[config.mk]
export PLATFORM = sky130hd
export DESIGN_NAME = store_buffer
export DESIGN_NICKNAME = d
export VERILOG_FILES = /design/src/rtl/sb_pkg.sv /design/src/rtl/sb_fwd_match.sv /design/src/rtl/store_buffer.sv
export SDC_FILE = /design/constraint.sdc
export NUM_CORES = 1
export LEC_CHECK = 0
export CORE_ASPECT_RATIO = 0.75
export CORE_MARGIN = 2
export CORE_UTILIZATION = 35
export CTS_CLUSTER_DIAMETER = 50
export DETAILED_ROUTE_END_ITERATION = 7
export PLACE_DENSITY = 0.66
export RECOVER_POWER = 50
export SLEW_MARGIN = 20
export SYNTH_ARGS = -nofsm -noshare
export SYNTH_HDL_FRONTEND = slang
export SYNTH_SLANG_ARGS = --single-unit
[constraint.sdc]
create_clock -name clk -period 3.7 [get_ports clk]
set_input_delay 0.37 -clock clk [delete_from_list [all_inputs] [get_ports clk]]
set_output_delay 0.37 -clock clk [all_outputs]
set_load 0.005 [all_outputs]
[src/rtl/sb_pkg.sv]
// Shared types and helpers for the store buffer.
// Optional build macro: STORE_BUFFER_FORWARD_EN (store-to-load forwarding).
package sb_pkg;

  localparam int unsigned SB_DEPTH_DEFAULT = 4;
  localparam int unsigned SB_WIDTH         = 32;

  // One buffered store: byte address and data
  typedef struct packed {
    logic [SB_WIDTH-1:0] addr;
    logic [SB_WIDTH-1:0] data;
  } sb_entry_t;

  // Pointer width for a power-of-two depth
  function automatic int unsigned sb_ptr_w(input int unsigned depth);
    return (depth <= 1) ? 1 : $clog2(depth);
  endfunction

endpackage

[src/rtl/sb_fwd_match.sv]
// Associative word-address compare across valid buffer entries with
// youngest-first priority. Used for forwarding data or for stall-on-match.
module sb_fwd_match
  import sb_pkg::*;
#(
  parameter int unsigned DEPTH = SB_DEPTH_DEFAULT,
  parameter int unsigned WIDTH = SB_WIDTH
) (
  input  logic [WIDTH-3:0]              load_tag,
  input  logic [WIDTH-3:0]              entry_tag   [DEPTH],
  input  logic [WIDTH-1:0]              entry_data  [DEPTH],
  input  logic [DEPTH-1:0]              entry_valid,
  input  logic [sb_ptr_w(DEPTH)-1:0]    head,
  output logic                          hit,
  output logic [WIDTH-1:0]              data
);

  localparam int unsigned PW = sb_ptr_w(DEPTH);

  logic [PW-1:0] idx;

  // Walk oldest to youngest from head; a later match overrides an earlier one
  always_comb begin
    hit  = 1'b0;
    data = '0;
    idx  = '0;
    for (int k = 0; k < int'(DEPTH); k++) begin
      idx = PW'(head + PW'(k));
      if (entry_valid[idx] && (entry_tag[idx] == load_tag)) begin
        hit  = 1'b1;
        data = entry_data[idx];
      end
    end
  end

endmodule

[src/rtl/store_buffer.sv]
// Post-commit store buffer between the Memory stage and data memory.
// Circular FIFO of stores drained through a req/ready write port.
// Optional build macro: STORE_BUFFER_FORWARD_EN -- when defined, loads that
// hit a buffered store get the youngest matching data; otherwise such loads
// stall until the matching stores have drained.
module store_buffer
  import sb_pkg::*;
#(
  parameter int unsigned DEPTH = SB_DEPTH_DEFAULT,
  parameter int unsigned WIDTH = SB_WIDTH
) (
  input  logic             clk,
  input  logic             reset,
  input  logic             MemWriteM,
  input  logic             MemReadM,
  input  logic             SyncM,
  input  logic [WIDTH-1:0] ALUOutM,
  input  logic [WIDTH-1:0] WriteDataM,
  input  logic [WIDTH-1:0] ReadDataMem,
  input  logic             mem_ready,
  output logic [WIDTH-1:0] ReadDataM,
  output logic [WIDTH-1:0] mem_raddr,
  output logic             mem_req,
  output logic             mem_we,
  output logic [WIDTH-1:0] mem_addr,
  output logic [WIDTH-1:0] mem_wdata,
  output logic             StallSB,
  output logic             SBEmpty,
  output logic [4:0]       SBCount
);

  localparam int unsigned PW = sb_ptr_w(DEPTH);
  localparam int unsigned CW = PW + 1;

  // Elaboration guards on the parameter space
  if ((DEPTH < 2) || (DEPTH > 16) || ((DEPTH & (DEPTH - 1)) != 0)) begin : g_bad_depth
    $error("store_buffer: DEPTH must be a power of two between 2 and 16");
  end
  if (WIDTH != SB_WIDTH) begin : g_bad_width
    $error("store_buffer: WIDTH must match sb_pkg::SB_WIDTH (entry type size)");
  end

  sb_entry_t        entries [DEPTH];
  logic [DEPTH-1:0] valid;
  logic [PW-1:0]    head;
  logic [PW-1:0]    tail;
  logic [CW-1:0]    count;

  logic             is_store;
  logic             is_load;
  logic             sb_full;
  logic             sb_empty;
  logic             sync_stall;
  logic             full_stall;
  logic             hit_stall;
  logic             enq;
  logic             deq;

  logic [WIDTH-3:0] ent_tag  [DEPTH];
  logic [WIDTH-1:0] ent_data [DEPTH];
  logic             fwd_hit;
  logic [WIDTH-1:0] fwd_data;

  // Access classification, stall sources and FIFO handshakes
  always_comb begin
    is_store   = MemWriteM;
    is_load    = MemReadM & ~MemWriteM;
    sb_full    = (count == CW'(DEPTH));
    sb_empty   = (count == '0);
    sync_stall = SyncM & ~sb_empty;
    full_stall = is_store & sb_full;
    enq        = is_store & ~sb_full & ~sync_stall;
    deq        = ~sb_empty & mem_ready;
  end

`ifdef STORE_BUFFER_FORWARD_EN
  assign hit_stall = 1'b0;
`else
  assign hit_stall = is_load & fwd_hit;
`endif

  assign StallSB = full_stall | sync_stall | hit_stall;

  // Drain port presents the head entry whenever anything is buffered
  always_comb begin
    mem_req   = ~sb_empty;
    mem_we    = ~sb_empty;
    mem_addr  = entries[head].addr;
    mem_wdata = entries[head].data;
    SBEmpty   = sb_empty;
    SBCount   = 5'(count);
    mem_raddr = ALUOutM;
  end

  // Split entries into compare tags and data for the matcher
  always_comb begin
    for (int i = 0; i < int'(DEPTH); i++) begin
      ent_tag[i]  = entries[i].addr[WIDTH-1:2];
      ent_data[i] = entries[i].data;
    end
  end

  sb_fwd_match #(
    .DEPTH (DEPTH),
    .WIDTH (WIDTH)
  ) u_match (
    .load_tag    (ALUOutM[WIDTH-1:2]),
    .entry_tag   (ent_tag),
    .entry_data  (ent_data),
    .entry_valid (valid),
    .head        (head),
    .hit         (fwd_hit),
    .data        (fwd_data)
  );

`ifdef STORE_BUFFER_FORWARD_EN
  assign ReadDataM = (is_load && fwd_hit) ? fwd_data : ReadDataMem;
`else
  logic unused_fwd_data;
  assign unused_fwd_data = ^fwd_data;
  assign ReadDataM       = ReadDataMem;
`endif

  // Pointers, occupancy and valid bits
  always_ff @(posedge clk) begin
    if (reset) begin
      head  <= '0;
      tail  <= '0;
      count <= '0;
      valid <= '0;
    end else begin
      if (enq) begin
        tail        <= PW'(tail + PW'(1));
        valid[tail] <= 1'b1;
      end
      if (deq) begin
        head        <= PW'(head + PW'(1));
        valid[head] <= 1'b0;
      end
      case ({enq, deq})
        2'b10:   count <= CW'(count + CW'(1));
        2'b01:   count <= CW'(count - CW'(1));
        default: count <= count;
      endcase
    end
  end

  // Entry payload storage; contents are qualified by valid, so no reset
  always_ff @(posedge clk) begin
    if (enq) begin
      entries[tail].addr <= ALUOutM;
      entries[tail].data <= WriteDataM;
    end
  end

endmodule

==> results of run 1 <==
==> state kept, by name, indices dropped and copies added, names as in the netlist, named ones only <==
name and cells:
entries 256, valid 4, count 3, head 2, tail 2
==> critical path: stages (launching register included) <==
cell	delay, ns
dfxtp_1	0.35
buf_4	0.46
mux4_2	0.40
xnor2_1	0.38
nand4_1	0.15
nor3_1	0.22
buf_4	0.15
o2111ai_1	0.13
o211ai_1	0.16
a21o_1	0.15
buf_2	0.12
==> report_power, final <==
group	leakage, uW	switching, uW	internal (uW)
Clock	0.000437	1230	1530
Combinational	0.00310	2920	3390
Sequential	0.00245	361	3910
==> metal layers <==
layer	part of all wire	up-vias	global-route usage
li1	-	4226	-
met1	0.44	4854	0.279
met2	0.43	414	0.285
met3	0.10	86	0.0698
met4	0.027	8	0.0537
met5	0.0012	-	0
==> cell usage after synthesis, drive strengths merged (2+ instances only) <==
| master | number | share of area |
|---|---|---|
| nand2 | 20 | 0.0051 |
| a221oi | 2 | 0.0012 |
| nor4 | 8 | 0.0034 |
| a211oi | 7 | 0.0036 |
| a22oi | 8 | 0.0041 |
| a21oi | 21 | 0.0071 |
| mux2 | 15 | 0.011 |
| o21ai | 31 | 0.011 |
| edfxtp | 256 | 0.52 |
| dfxtp | 13 | 0.018 |
| or4 | 2 | 0.0010 |
| a31oi | 2 | 0.00085 |
| o2111ai | 8 | 0.0048 |
| mux2i | 105 | 0.073 |
| inv | 17 | 0.0043 |
| nor3 | 11 | 0.0037 |
| nor2 | 38 | 0.0097 |
| xor2 | 30 | 0.018 |
| nand4 | 12 | 0.0051 |
| a221o | 3 | 0.0020 |
| a2111oi | 7 | 0.0050 |
| xnor2 | 63 | 0.038 |
| clkbuf | 35 | 0.0089 |
| buf | 104 | 0.051 |
| o211ai | 8 | 0.0041 |
| and2 | 5 | 0.0021 |
| or3 | 3 | 0.0013 |
| ha | 9 | 0.0077 |
| nor2b | 4 | 0.0017 |
| mux4 | 98 | 0.15 |
| o221ai | 2 | 0.0012 |
| o22ai | 12 | 0.0051 |
| nand3 | 14 | 0.0048 |
==> how the worst max path moves through the flow <==
stage / startpoint / endpoint / slack (ns) / depth (start not counted)
2_1_floorplan: head[0]$_SDFFE_PP0P_ / StallSB / 0.04 / 14
3_3_place_gp: head[0]$_SDFFE_PP0P_ / StallSB / -0.11 / 10
3_5_place_dp: head[0]$_SDFFE_PP0P_ / StallSB / -0.07 / 10
4_1_cts: head[0]$_SDFFE_PP0P_ / StallSB / 0.04 / 12
5_1_grt: head[0]$_SDFFE_PP0P_ / StallSB / -0.08 / 11
6_report: head[1]$_SDFFE_PP0P_ / StallSB / 0.05 / 10
==> cells by family after synthesis <==
group           count (synthesis)
simple gates                  119
mux                           218
other cells                     1
buf+inv                       156
flops                         269
compound gates                123
xor+xnor                       93
fa+ha+maj                      10
==> cells in the final DEF, fill, tap and decap left out, types with 20 or more instances in the layout <==
cell,instances
clkbuf_16,29
mux4_2,98
xnor2_1,58
dlygate4sd3_1,97
nor2_1,38
a21oi_1,21
edfxtp_1,256
xor2_1,30
clkdlybuf4s50_1,74
o21ai_0,28
nand2_1,20
buf_4,84
mux2i_1,83
clkbuf_1,27
==> per-stage QoR <==
step                      setup TNS (ns)  instances   util  total power [uW]
after floorplan                        0        990      -              7660
final                                  0       1768  0.453             13300
after global placement            -0.114       1701  0.421             10100
after detailed placement         -0.0704       1701  0.421             10100
after CTS                              0       1768  0.455             13400
after global routing             -0.0792       1768  0.453             14000
==> area by class of cell <==
type / count / area share
Clock buffer: 35 / 0.0402
Clock inverter: 17 / 0.00753
Inverter: 17 / 0.00343
Multi-Input combinational cell: 565 / 0.326
Sequential cell: 269 / 0.428
Tap cell: 561 / 0.0377
Timing Repair Buffer: 304 / 0.158
==> what timing repair did <==
action                                 in CTS  in global routing
setup endpoints to repair                   1                  1
resized for setup                          58                 13
gates cloned                                4                  0
pin swaps                                  16                 10
hold buffers                                0                  0
endpoints found under the hold margin       0                  0
setup buffers                              11                  0
==> flow_summary_export.csv, run 1 <==
group,metric,value,unit
synthesis,synth_mux_area_frac,0.234,
power,power_leakage,0.00598,uW
drt,vias,9588,
clocking,clockRootBuffer,"clkbuf_16",
sta,maxSlewViolCount,0,
sta,clock.fmax,274,MHz
sta,slew_headroom,0.392,
finish,multi_input_area,0.00606,sq mm
global_route,grt_pass1_wl,64100,um
synthesis,ys_ff_latch,269,
finish,drive_gt1_frac,0.262,
finish,nets,1298,
finish,fillers,3618,
setup_path,r2r_end,"valid[0]$_SDFF_PP0_",
drt,drt-total-wl,42800,um
synthesis,synth_top_family_by_area,"multiplexers",
clocking,clock_sink_count,269,
drt,drtIter0Drc,931,
synthesis,yosys_warnings,0,
run,cap_violations,0,
drt,drc_errors,0,
synthesis,postSynthCellCount,989,
power,irDropWorstVdd,0.471,mV
outcome,outcome,"finished clean",
sta,setup_viol_count_final,0,
setup_path,path_max_fanout,34,
clocking,clk_pin_slew,0.06,ns
floorplan,fp-row-count,64,
worst_hold_path,min_to,"entries[3][16]$_DFFE_PP_",
sta,hold_viol_final,0,
worst_hold_path,min_path_type,"in -> reg",
drt,firstDrtPassIters,5,
sta,final.setup_skew,0.0159,ns
drt,vias_per_cell,5.42,
synthesis,ys.flop_type,"edfxtp_1",
clocking,cts_tree,"done",
placement,globalplace.congestion,0.970,
clocking,clock_latency,0.59,ns
synthesis,synth-compound-area-share,0.0568,
placement,io_buffers,172,
synthesis,async_reset_ff_frac,0,
worst_hold_path,hp-start,"WriteDataM[16]",
drt,postRouteAntennaNets,0,
floorplan,pin_count,239,
placement,post-dp-hpwl,30600,um
floorplan,chipWidth,241,um
power,p_per_area,717,mW/mm^2
setup_path,startpoint_type,"flop",
clocking,clk_path_buf_depth,3,
floorplan,die_h,182,um
global_route,grt_max_degree,45,
clocking,htree_num_levels,1,
global_route,gr-usage-all-layers,0.197,
finish,design_area,0.0186,sq mm
setup_path,r2r_slack,0.92,ns
setup_path,r2r_cells,6,
global_route,grt_antenna_before_repair,4,
placement,postPlaceCellArea,0.0173,sq mm
synthesis,synth_edf_count,256,
synthesis,synthAdderAreaFrac,0.00902,
sta,rsz0062_at_grt,"true",
sta,tightestPinTransition,0.905,ns
sta,layout_min_cycle_time,3.65,ns
worst_hold_path,hold_depth,1,
sta,worst_slack,0.0494,ns
finish,seq_area,0.00796,sq mm
clocking,cts_buffers,29,
setup_path,crit_type,"reg -> out",
finish,n_antenna_cell,0,
global_route,grt-ovfl-total,0,
setup_path,end_kind,"primary output",
setup_path,crit_required,3.33,ns
synthesis,synth-xor-area-share,0.0554,
global_route,grt_pass1_vias,9921,
drt,routedWlPerCell,24.2,um
placement,pre_cts_slack,-0.0704,ns
synthesis,synthesis.area,0.0147,sq mm
setup_path,rr_startpoint,"count[1]$_SDFFE_PP0P_",
synthesis,synth.avg_cell_area,14.9,sq um
floorplan,core,0.0411,sq mm
setup_path,crit_arrival,3.28,ns
sta,period_share,0.987,
finish,areaGrowthSynthToFinish,26.5,%
synthesis,ys_seq_area_frac,0.541,
synthesis,ys_types,57,
synthesis,synthSimpleGateAreaFrac,0.0390,
sta,hold_ws,0.496,ns
floorplan,start_util,0.358,
floorplan,fp.dieArea,0.0437,sq mm
Note: power is estimated with default switching activity, not from simulation.
==> inputs of run 2 (changes only) <==
Settings changed: CTS_BUF_LIST from default to sky130_fd_sc_hd__clkbuf_8.
==> run 2 against run 1 <==
  * Flip-flop and latch count is the same
  * Largest power group unchanged
  * First-iteration DRC count down 1.2%
  * Highest routed layer unchanged
  * Critical endpoint unchanged
  * Maximum frequency shrank 0.73%
==> flow_summary_export.csv, run 2 (synthesized netlist as in run 1, its figures left out) <==
group,metric,value,unit
drt,drt-total-wl,43200,um
setup_path,crit_chain,"buf_8 > buf_12 > buf_6 > mux2i_4 > mux2i_1 > xnor2_1 > nand4_1 > or4_1 > o32ai_2 > a21o_1 > buf_2",
placement,globalplace.congestion,0.970,
power,total_power,13000,uW
finish,final_common_cell,"edfxtp_1",
power,power_leakage,0.00605,uW
global_route,grt_max_degree,45,
worst_hold_path,min_path_type,"in -> reg",
setup_path,crit_path_top_delay_cell,"or4_1",
finish,top_register,"entries",
setup_path,crit_arrival,3.31,ns
setup_path,crit_type,"reg -> out",
clocking,clock_sink_count,269,
sta,hold_viol_final,0,
setup_path,path_max_fanout,10,
sta,clock.fmax,272,MHz
floorplan,fp-row-count,64,
drt,vias,9738,
floorplan,die_h,182,um
sta,layout_min_cycle_time,3.68,ns
drt,postRouteAntennaNets,0,
setup_path,slowest_delay,0.54,ns
global_route,grt_pass1_vias,9932,
global_route,grt_pass1_wl,64900,um
sta,setup_viol_count_final,0,
power,p_per_area,700,mW/mm^2
sta,rsz0062_at_grt,"true",
setup_path,startpoint_type,"flop",
drt,drc_errors,0,
sta,final.setup_skew,0.0238,ns
clocking,postCtsHoldBufs,0,
drt,vias_per_cell,5.42,
finish,largest_reg_flops,256,
floorplan,start_util,0.358,
floorplan,chipWidth,241,um
global_route,grt-ovfl-total,0,
clocking,cts_tree,"done",
finish,areaGrowthSynthToFinish,26.6,%
clocking,clockRootBuffer,"clkbuf_8",
floorplan,pin_count,239,
finish,nets,1317,
sta,hold_ws,0.503,ns
finish,n_antenna_cell,0,
floorplan,fp.dieArea,0.0437,sq mm
global_route,gr-usage-all-layers,0.199,
global_route,grt_antenna_before_repair,4,
placement,post-dp-hpwl,30600,um
clocking,clk_pin_slew,0.06,ns
clocking,clock_latency,0.57,ns
setup_path,worst-path-buf-inv,4,
finish,mostFrequentLayoutCells,"edfxtp_1, mux4_2, dlygate4sd3_1",
outcome,outcome,"finished clean",
setup_path,crit_family,"simple AND/OR/NAND/NOR gates",
sta,final.setup.tns,0,ns
setup_path,end_kind,"primary output",
run,cap_violations,0,
clocking,clk_path_buf_depth,3,
drt,firstDrtPassIters,7,
sta,maxSlewViolCount,0,
finish,top_regs,"entries x256, valid x4, count x3",
finish,drive_gt1_frac,0.276,
drt,routedWlPerCell,24.1,um
power,irDropWorstVdd,0.406,mV
floorplan,core,0.0411,sq mm
finish,instances_no_fill,1797,
drt,drtIter0Drc,920,
clocking,cts_buffers,43,
clocking,htree_num_levels,2,
sta,slew_headroom,0.373,
sta,period_share,0.994,
setup_path,crit_required,3.33,ns
placement,io_buffers,172,
placement,place_inst,1701,
sta,tightestPinTransition,0.934,ns
## run 2: changes by cell type in the layout (fill, tap and decap cells not counted), moves of 3 or more
cell / change
clkbuf_8: +43
clkbuf_16: -29
inv_1: +15
clkbuf_1: -10
buf_4: +7
mux2i_2: -3
mux2i_4: +3
## run 2: area by class of cell
cell class / instances / area [sq um]
Fill cell: 3632 / 22500
Sequential cell: 269 / 7960
Multi-Input combinational cell: 565 / 6090
Timing Repair Buffer: 309 / 3020
Tap cell: 561 / 702
Clock buffer: 43 / 592
Clock inverter: 33 / 179
Inverter: 17 / 66.3
## run 2: path summary, 6_finish.rpt
check | startpoint | to | slack (ns) | cells past startpoint
max | head[0]$_SDFFE_PP0P_ | StallSB | 0.02 | 11
min | WriteDataM[25] | entries[0][25]$_DFFE_PP_ | 0.50 | 1
max reg2reg | count[1]$_SDFFE_PP0P_ | valid[0]$_SDFF_PP0_ | 0.90 | 6
min reg2reg | count[2]$_SDFFE_PP0P_ | count[2]$_SDFFE_PP0P_ | 0.52 | 2
## run 2: report_power, final
part           internal, uW  leakage [uW]  switching, uW
Combinational          3430       0.00315           2960
Clock                  1170      0.000449           1200
Sequential             3910       0.00245            368
## run 2: timing repair
action / in CTS / in global routing
setup buffers: 15 / 2
cloned: 4 / 0
gates resized for setup: 57 / 19
pin swaps: 13 / 11
endpoints found under the setup margin: 1 / 1
## run 2: worst register-to-register path: stages, from the launching register on
cell and delay (ns):
dfxtp_1 0.35, nor3_1 0.78, o21a_1 0.43, and2_4 0.46
buf_12 0.36, nor2_1 0.10, a211oi_1 0.23
## run 2: stage by stage
| step | cell area, sq um | setup slack [ns] | utilization |
|---|---|---|---|
| floorplan | 14700 | 0.0391 | - |
| global placement | 17300 | -0.114 | 0.421 |
| detailed placement | 17300 | -0.0704 | 0.421 |
| CTS | 18600 | 0.0176 | 0.452 |
| global route | 18600 | -0.0797 | 0.453 |
| finish | 18600 | 0.0224 | 0.453 |
## run 2: layer usage
layer  share of wire  track usage
met4           0.015       0.0400
met3            0.10       0.0663
met2            0.44        0.295
met1            0.44        0.285
met5          0.0010            0
==> inputs of run 3 (changes only) <==
Settings changed: CTS_CLUSTER_DIAMETER 50 to 80, GPL_ROUTABILITY_DRIVEN from default to 0.
==> run 3 against run 2 <==
  * The run now ends with setup timing left
  * Sequential power is 2% lower
  * Count of clock-buffer cells in the layout is 2 higher
  * Critical path depth stayed put
  * Design area is 0.73% lower
  * Non-clock buffer count is 31 lower
  * Via count is 0.11% higher
  * First-iteration DRC count is 9.0% lower
  * Flip-flop and latch count stayed put
  * Core utilization is 0.33 points lower
  * Global-route usage is 0.44 points lower
  * Largest power group unchanged
  * Highest routed layer is now met4
==> flow_summary_export.csv, run 3 (synthesized netlist as in run 1, its figures left out) <==
group,metric,value,unit
finish,fillers,3670,
worst_hold_path,min_path_type,"in -> reg",
sta,final.setup_skew,0.0217,ns
drt,vias_per_cell,5.49,
clocking,htree_num_levels,2,
finish,top_register,"entries",
clocking,clk_path_buf_depth,3,
power,p_per_area,709,mW/mm^2
finish,multi_input_area,0.00599,sq mm
setup_path,cp-endpoint,"StallSB",
floorplan,fp.dieArea,0.0437,sq mm
setup_path,cp_num_cells,11,
sta,setup_viol_count_final,1,
setup_path,worst-path-buf-inv,4,
setup_path,crit_arrival,3.41,ns
setup_path,rr_startpoint,"count[0]$_SDFFE_PP0P_",
finish,top_regs,"entries x256, valid x4, count x3",
floorplan,core,0.0411,sq mm
setup_path,end_kind,"primary output",
floorplan,pin_count,239,
finish,mostFrequentLayoutCells,"edfxtp_1, clkdlybuf4s50_1, mux4_2",
finish,seq_area,0.00796,sq mm
global_route,grt_antenna_before_repair,2,
drt,drt-total-wl,42700,um
worst_hold_path,hp-start,"WriteDataM[11]",
finish,design_area,0.0185,sq mm
floorplan,die_h,182,um
sta,rsz0062_at_grt,"true",
sta,hold_viol_final,0,
setup_path,path_max_fanout,7,
clocking,clock_sink_count,269,
finish,largest_reg_flops,256,
clocking,clock_latency,0.61,ns
setup_path,crit_type,"reg -> out",
sta,slew_headroom,0.316,
setup_path,slowest_delay,0.58,ns
setup_path,startpoint_type,"flop",
setup_path,r2r_end,"count[2]$_SDFFE_PP0P_",
outcome,violations,"setup timing",
placement,postPlaceCellArea,0.0171,sq mm
setup_path,r2r_cells,8,
floorplan,chipWidth,241,um
finish,drive_gt1_frac,0.266,
setup_path,startpoint,"head[0]$_SDFFE_PP0P_",
drt,routedWlPerCell,24.0,um
sta,hold_ws,0.482,ns
run,cap_violations,0,
setup_path,crit_path_top_delay_cell,"or4_4",
drt,drc_errors,0,
power,irDropWorstVdd,0.354,mV
global_route,grt_max_degree,48,
sta,period_share,1.02,
setup_path,crit_family,"simple AND/OR/NAND/NOR gates",
drt,drtIter0Drc,837,
finish,areaGrowthSynthToFinish,25.6,%
placement,post-dp-hpwl,29700,um
power,power_leakage,0.00594,uW
global_route,gr-usage-all-layers,0.195,
finish,final_common_cell,"edfxtp_1",
placement,pre_cts_slack,-0.0199,ns
global_route,grt-ovfl-total,0,
setup_path,crit_chain,"inv_2 > ha_4 > buf_12 > buf_6 > mux4_2 > xnor2_1 > nand4_1 > or4_4 > o32ai_4 > a21o_1 > buf_2",
drt,firstDrtPassIters,8,
drt,postRouteAntennaNets,0,
floorplan,fp-row-count,64,
sta,worst_slack,-0.0830,ns
finish,nets,1288,
setup_path,r2r_slack,0.86,ns
clocking,clk_pin_slew,0.06,ns
sta,tightestPinTransition,1.02,ns
global_route,grt_pass1_vias,9693,
clocking,cts_tree,"done",
sta,layout_min_cycle_time,3.78,ns
outcome,outcome,"finished with violations",
drt,vias,9749,
global_route,grt_pass1_wl,63200,um
floorplan,start_util,0.358,
power,total_power,13100,uW
clocking,clockRootBuffer,"clkbuf_8",
setup_path,crit_required,3.33,ns
clocking,cts_buffers,45,
sta,final.setup.tns,-0.0830,ns
placement,io_buffers,172,
sta,maxSlewViolCount,0,
clocking,postCtsHoldBufs,0,
sta,clock.fmax,264,MHz
run 3: cell count changes in the layout (fill, tap and decap cells not counted), sizes merged:
| cell | change |
|---|---|
| clkdlybuf4s50 | +56 |
| dlygate4sd3 | -56 |
| buf | -19 |
| clkinv | +13 |
| inv | -13 |
| clkbuf | -12 |
| clkinvlp | +4 |
| bufbuf | +2 |
| diode | +2 |
| bufinv | +1 |
run 3: worst min-delay path by stage:
| stage | end | depth (start not counted) | slack (ns) |
|---|---|---|---|
| 3_5_place_dp | count[2]$_SDFFE_PP0P_ | 2 | 0.50 |
| 3_3_place_gp | count[2]$_SDFFE_PP0P_ | 2 | 0.49 |
| 6_report | entries[1][11]$_DFFE_PP_ | 1 | 0.48 |
| 5_1_grt | entries[1][11]$_DFFE_PP_ | 1 | 0.47 |
| 4_1_cts | entries[2][30]$_DFFE_PP_ | 1 | 0.39 |
| 2_1_floorplan | valid[0]$_SDFF_PP0_ | 1 | 0.44 |
run 3: through the flow:
| stage | util | instances |
|---|---|---|
| after floorplan | - | 990 |
| after global placement | 0.417 | 1678 |
| after detailed placement | 0.417 | 1678 |
| after CTS | 0.447 | 1770 |
| after global routing | 0.450 | 1773 |
| final | 0.450 | 1775 |
run 3: per-layer routing:
metal	GRT usage	vias up	wire, um	share of wire
met2	0.286	494	18600	0.43
li1	-	4229	-	-
met5	0	-	0	0
met4	0.0589	0	1120	0.026
met1	0.276	4936	18500	0.43
met3	0.0604	90	4480	0.11
run 3: layout make-up:
| type | count | share of cell area |
|---|---|---|
| Antenna cell | 2 | 0.000271 |
| Multi-Input combinational cell | 565 | 0.324 |
| Sequential cell | 269 | 0.431 |
| Timing Repair Buffer | 278 | 0.156 |
| Clock inverter | 38 | 0.0136 |
| Tap cell | 561 | 0.0380 |
| Inverter | 17 | 0.00345 |
| Clock buffer | 45 | 0.0335 |
run 3: repair_timing:
item,4_1_cts,5_1_grt
cloned,5,1
gates resized for setup,37,13
setup buffers,4,2
setup endpoints to repair,1,1
pin swaps,9,10
run 3: power by group:
part           internal (uW)  switching (uW)  total, uW
Sequential              3910             276       4190
Combinational           3330            2990       6320
Clock                   1300            1280       2580
Total                   8550            4550      13100
